File: src/rtl/dump_controller.sv
// Output dump sequencer: takes permuted rate blocks from the previous stage
// and streams them word by word through the output buffer to the consumer.
module dump_controller (
  input  logic clk,
  input  logic rst,
  input  logic start,
  input  logic rate_valid,
  input  logic last_block_in,
  input  logic output_buffer_empty,
  input  logic output_buffer_last_word,
  input  logic dst_ready,
  output logic rate_ack,
  output logic data_out_valid,
  output logic data_out_last,
  output logic output_buffer_we,
  output logic output_buffer_shift_en,
  output logic output_counter_load,
  output logic output_counter_rst,
  output logic last_output_block,
  output logic valid_bytes_reset,
  output logic valid_bytes_enable,
  output logic busy,
  output logic done
);

  typedef enum logic [1:0] {
    IDLE       = 2'd0,
    WAIT_BLOCK = 2'd1,
    DUMP       = 2'd2,
    DONE       = 2'd3
  } state_e;

  state_e state_q, state_d;
  logic   last_flag_q, last_flag_d;

  always_comb begin
    state_d                = state_q;
    last_flag_d            = last_flag_q;
    rate_ack               = 1'b0;
    data_out_valid         = 1'b0;
    data_out_last          = 1'b0;
    output_buffer_we       = 1'b0;
    output_buffer_shift_en = 1'b0;
    output_counter_load    = 1'b0;
    output_counter_rst     = rst;
    last_output_block      = 1'b0;
    valid_bytes_reset      = rst;
    valid_bytes_enable     = 1'b0;
    busy                   = 1'b0;
    done                   = 1'b0;

    // Reset masks every control so a half-finished dump cannot leak out.
    if (!rst) begin
      busy = (state_q != IDLE);
      case (state_q)
        IDLE: begin
          output_counter_rst = 1'b1;
          if (start) begin
            valid_bytes_enable = 1'b1;
            state_d            = WAIT_BLOCK;
          end
        end
        WAIT_BLOCK: begin
          if (rate_valid) begin
            output_buffer_we    = 1'b1;
            output_counter_load = 1'b1;
            rate_ack            = 1'b1;
            last_output_block   = last_block_in;
            last_flag_d         = last_block_in;
            state_d             = DUMP;
          end
        end
        DUMP: begin
          data_out_valid         = ~output_buffer_empty;
          output_buffer_shift_en = ~output_buffer_empty & dst_ready;
          data_out_last          = ~output_buffer_empty & output_buffer_last_word & last_flag_q;
          // An empty buffer here means a zero-word block: leave without output.
          if (output_buffer_empty || (output_buffer_shift_en && output_buffer_last_word))
            state_d = last_flag_q ? DONE : WAIT_BLOCK;
        end
        DONE: begin
          done               = 1'b1;
          valid_bytes_reset  = 1'b1;
          output_counter_rst = 1'b1;
          state_d            = IDLE;
        end
        default: state_d = IDLE;
      endcase
    end
  end

  always_ff @(posedge clk) begin
    if (rst) begin
      state_q     <= IDLE;
      last_flag_q <= 1'b0;
    end else begin
      state_q     <= state_d;
      last_flag_q <= last_flag_d;
    end
  end

endmodule

File: config.mk
export PLATFORM = sky130hd
export DESIGN_NAME = dump_controller
export DESIGN_NICKNAME = d
export VERILOG_FILES = /design/src/rtl/dump_controller.sv
export SDC_FILE = /design/constraint.sdc
export NUM_CORES = 1
export LEC_CHECK = 0
export CORE_AREA = 2 2 39 41
export CTS_BUF_LIST = sky130_fd_sc_hd__clkbuf_16
export CTS_CLUSTER_DIAMETER = 120
export CTS_CLUSTER_SIZE = 16
export DETAILED_ROUTE_END_ITERATION = 8
export DIE_AREA = 0 0 41 43
export HOLD_SLACK_MARGIN = 0.03
export PLACE_DENSITY_LB_ADDON = 0.2
export SLEW_MARGIN = 20
export SYNTH_ARGS = -nofsm -noshare
export SYNTH_HDL_FRONTEND = slang
export SYNTH_SLANG_ARGS = --single-unit
File: constraint.sdc
create_clock -name clk -period 3.3 [get_ports clk]
set_input_delay 0.33 -clock clk [delete_from_list [all_inputs] [get_ports clk]]
set_output_delay 0.33 -clock clk [all_outputs]
set_load 0.05 [all_outputs]
; ---- Word-level counts from Yosys, hierarchy flattened
; Index checks and enable logic that the tools add are counted.
[totals]
regBits = 3
latch_bits = 0
mem_bits_rw = 0
mem_bits_ro = 0
out_inout_bits = 12
wordCells = 45
mem_count = 0
[classes]
add_sub_neg = 0
mul = 0
div = 0
order_cmp = 0
n_eq_ne = 6
shifts = 0
mux = 26
bitwise = 4
n_reduce_logical = 7
[op_table]
columns = cell, n
row1 = $mux 1, 21
row2 = $mux 2, 4
row3 = $pmux 2 s4, 1
row4 = $ne 2x2->1 const B, 3
row5 = $eq 2x2->1 const B, 2
row6 = $and 1x1->1, 3
row7 = $reduce_and 3->1, 1
row8 = $eq 2x1->1 const B, 1
row9 = $logic_not 2->1, 1
row10 = $reduce_and 2->1, 1
row11 = $reduce_bool 2->1, 1
row12 = $reduce_or 2->1, 1
row13 = $logic_and 1x1->1, 1
row14 = $logic_or 1x1->1, 1
row15 = $not 1->1, 1

; ---- Logic depth before layout (Yosys ltp)
[depth]
ltp_word = 6
ltp_mapped = 5

; ---- Worst setup path after synthesis
; OpenSTA, ideal clock, no wires.
[synth_path]
path_type = register to output
from = register state_q[0]
to = output port data_out_last
arrival_time_ns = 1.941
path_slack_ns = 1.029
path_stages_with_launch = 6
path_cell_list = dfxtp_1 > inv_1 > ha_1 > nand2b_1 > nor2_1 > and3_1
[synth_via]
elab_chain_cells = 3
[synth_lines]
columns = element, line
row1 = "start, declared", 33  ; state_e state_q, state_d;
row2 = "start signal, assigned", 97  ; state_q <= state_d;
row3 = $eq 2x2->1, 55  ; case (state_q)
row4 = $mux 1, 55
row5 = $mux 1, 53  ; if (!rst) begin
row6 = "end, declared", 14  ; output logic data_out_last,
; Every way passes these cells.

; ---- Worst setup path in the final report
[layout_path]
from = register state_q[1]
to = output port data_out_last
; The elaborated chain is that of the path after synthesis.

==> impl_metrics.json <==
{
  "cts_tree": "yes",
  "wire_per_inst_um": 10.36,
  "r2r-start": "state_q[1]",
  "postSynthCellCount": 37,
  "register_area_sq_um": 60.06,
  "finalInstanceArea_sq_um": 563.0,
  "io_pins": 20,
  "synth-seq-cells": 3,
  "syn_to_final_growth_pct": 94.81,
  "cp-start-kind": "register",
  "critical_path_class": "reg -> out",
  "yosys.cell_types.count": 19,
  "leakagePower_nw": 0.2375,
  "die-area_sq_mm": 0.001763,
  "die_h_um": 43,
  "critPathMaxFanout": 5,
  "cp.arrival_ns": 2.12,
  "first_iter_violations": 10,
  "rsz0062_at_grt": "false",
  "synth.largest_area_cell": "dfxtp_1",
  "htree_levels": 1,
  "skew_ns": 0.001725,
  "synth_top_area_share": 0.2078,
  "dp_cells": 70,
  "final-hold-violation-count": 0,
  "yosys.cell_count.top_type": "nand2_1",
  "clkTransAtPathRegs_ns": 0.03,
  "nNetsFinal": 71,
  "finalCritPeriodShare": 0.7413,
  "ys_dominant_reg_cell": "dfxtp_1",
  "synthesis.nets": 49,
  "setup_viol": 0,
  "cap_viol_max_count": 0,
  "num_vias": 332,
  "drv_slew": 0,
  "initial_core_util": 0.2089,
  "p_per_area_mw_per_mm2": 863.1,
  "rr_endpoint": "state_q[0]",
  "portBuffers": 19,
  "drc_errors": 0,
  "vdd.ir_drop.worst_mv": 0.3680,
  "multiInputGateArea_sq_um": 202.7,
  "internal_power_mw": 0.2934,
  "place_area_sq_um": 484.2,
  "antenna_left": 0,
  "fmax_ghz": 0.4088,
  "fin_crit_ns": 2.446,
  "ys_top_cells_by_area": "dfxtp_1 21%, ha_1 17%, nand2_1 6.5%, nand2b_1 6.5%, buf_4 5.2%",
  "cts_sinks": 3,
  "ys_warn_count": 0,
  "end_kind": "output port",
  "first_pass_iters": 4,
  "layout-drive-gt1-share": 0.08621,
  "syn-cell-area_sq_um": 289.0,
  "min-delay-start": "last_flag_q",
  "worstPathRequired_ns": 2.97,
  "relSlewSlack": 0.6707,
  "cts-hold-fix-buffers": 0,
  "via_per_inst": 4.486,
  "post_cts_buffers": 0,
  "grt_pass1_wl_mm": 1.186,
  "fin_hold_ws_ns": 0.4971,
  "grt_usage": 0.1034,
  "power.switching_mw": 0.1925,
  "rrSetupSlack_ns": 1.87,
  "first_global_vias": 305,
  "num-fill-cells": 144,
  "antenna_found_initial": 0,
  "hpwlAfterDp_um": 569.5,
  "worst_slew_pin_slew_ns": 0.4925,
  "p_sw_frac": 0.3962,
  "globalplace.congestion": 0.7242,
  "async_reset_ff_frac": 0,
  "power_frac_comb": 0.480,
  "die_x_um": 41,
  "clkLatencyLatePin_ns": 0.22,
  "power_frac_seq": 0.133,
  "outcome": "finished clean",
  "reg2regPathDepth": 5,
  "cts_max_path_buffers": 2,
  "synth_seq_area_share": 0.2078,
  "core_area_sq_mm": 0.001384,
  "hold_end": "last_flag_q",
  "holdCritPathClass": "reg -> reg",
  "ctsResizeCount": 0,
  "power_mw": 0.4860,
  "cts-root-buf": "clkbuf_16",
  "fin_tns_setup_ns": 0,
  "clock_power_share": 0.388,
  "num_rows": 14,
  "grt_max_degree": 9,
  "avgSynthCellArea_sq_um": 7.812,
  "antenna_cells": 0,
  "grt.overflow.total": 0,
  "synth_edf_count": 0,
  "synth_commonest_cells": "5 x nand2_1, 4 x ha_1",
  "stdcell_count": 74,
  "routed_wl_um": 767,
  "numCtsBuffers": 3,
  "min_delay_path_depth": 2
}
worst max path at each step:
stage	startpoint	endpoint	slack [ns]	cells after the start
2_1_floorplan	state_q[0]	data_out_last	1.03	5
3_3_place_gp	rst	data_out_last	0.90	4
3_5_place_dp	rst	data_out_last	0.88	4
4_1_cts	state_q[1]	data_out_last	0.85	5
5_1_grt	state_q[1]	data_out_last	0.71	5
6_report	state_q[1]	data_out_last	0.85	5
logic make-up after synthesis:
family                     after synthesis  synth area share
buffers and inverters                    5           0.09089
AOI/OAI and AO/OA                        5            0.1472
and+or+nand+nor                         20            0.3810
DFF                                      3            0.2078
adders and majority gates                4            0.1732
flip-flops by register name, summed over array words and instances, names as in the netlist:
register and count:
state_q 2, last_flag_q 1
layer usage:
layer / global-route usage / wire length (um)
met1: 0.1222 / 326
met2: 0.1469 / 366
met4: 0.06000 / 0
met3: 0.04712 / 75
met5: 0 / 0
placed cells by master, fill, tap and decap left out, types with 2 or more instances in the layout:
cell type         n
nand2_1           5
ha_1              4
and2_1            2
dfxtp_1           3
clkdlybuf4s50_1  19
nand2b_1          3
clkbuf_16         3
inv_1             4
and3_1            2
nor2_1            3
power groups by stage:
stage / Clock [mW] / Sequential [mW] / Combinational (mW)
6_report: 0.188 / 0.0645 / 0.233
5_1_grt: 0.194 / 0.0664 / 0.251
4_1_cts: 0.191 / 0.0646 / 0.234
3_5_place_dp: 0 / 0.0650 / 0.231
3_3_place_gp: 0 / 0.0654 / 0.233
2_1_floorplan: 0 / 0.0596 / 0.170
critical path, cell delays in order (launching register included):
cell and delay (ns):
dfxtp_1 0.41, ha_1 0.23, nand2b_1 0.10, nor2_1 0.17
and3_1 0.18, clkdlybuf4s50_1 0.79
layout make-up:
type                       count  share of cell area
multi-input combinational     29              0.3600
timing repair buffer          19              0.3378
clock buffer                   3              0.1333
sequential                     3              0.1067
tap                           16             0.03556
inverter                       3             0.02000
clock inverter                 1            0.006667
stage by stage:
stage | setup WS, ns | utilization
after floorplan | 1.029 | -
after global placement | 0.9006 | 0.3499
after detailed placement | 0.8801 | 0.3499
after CTS | 0.8478 | 0.4069
after global routing | 0.7050 | 0.4069
final | 0.8538 | 0.4069
Note: power is estimated with default switching activity, not from simulation.
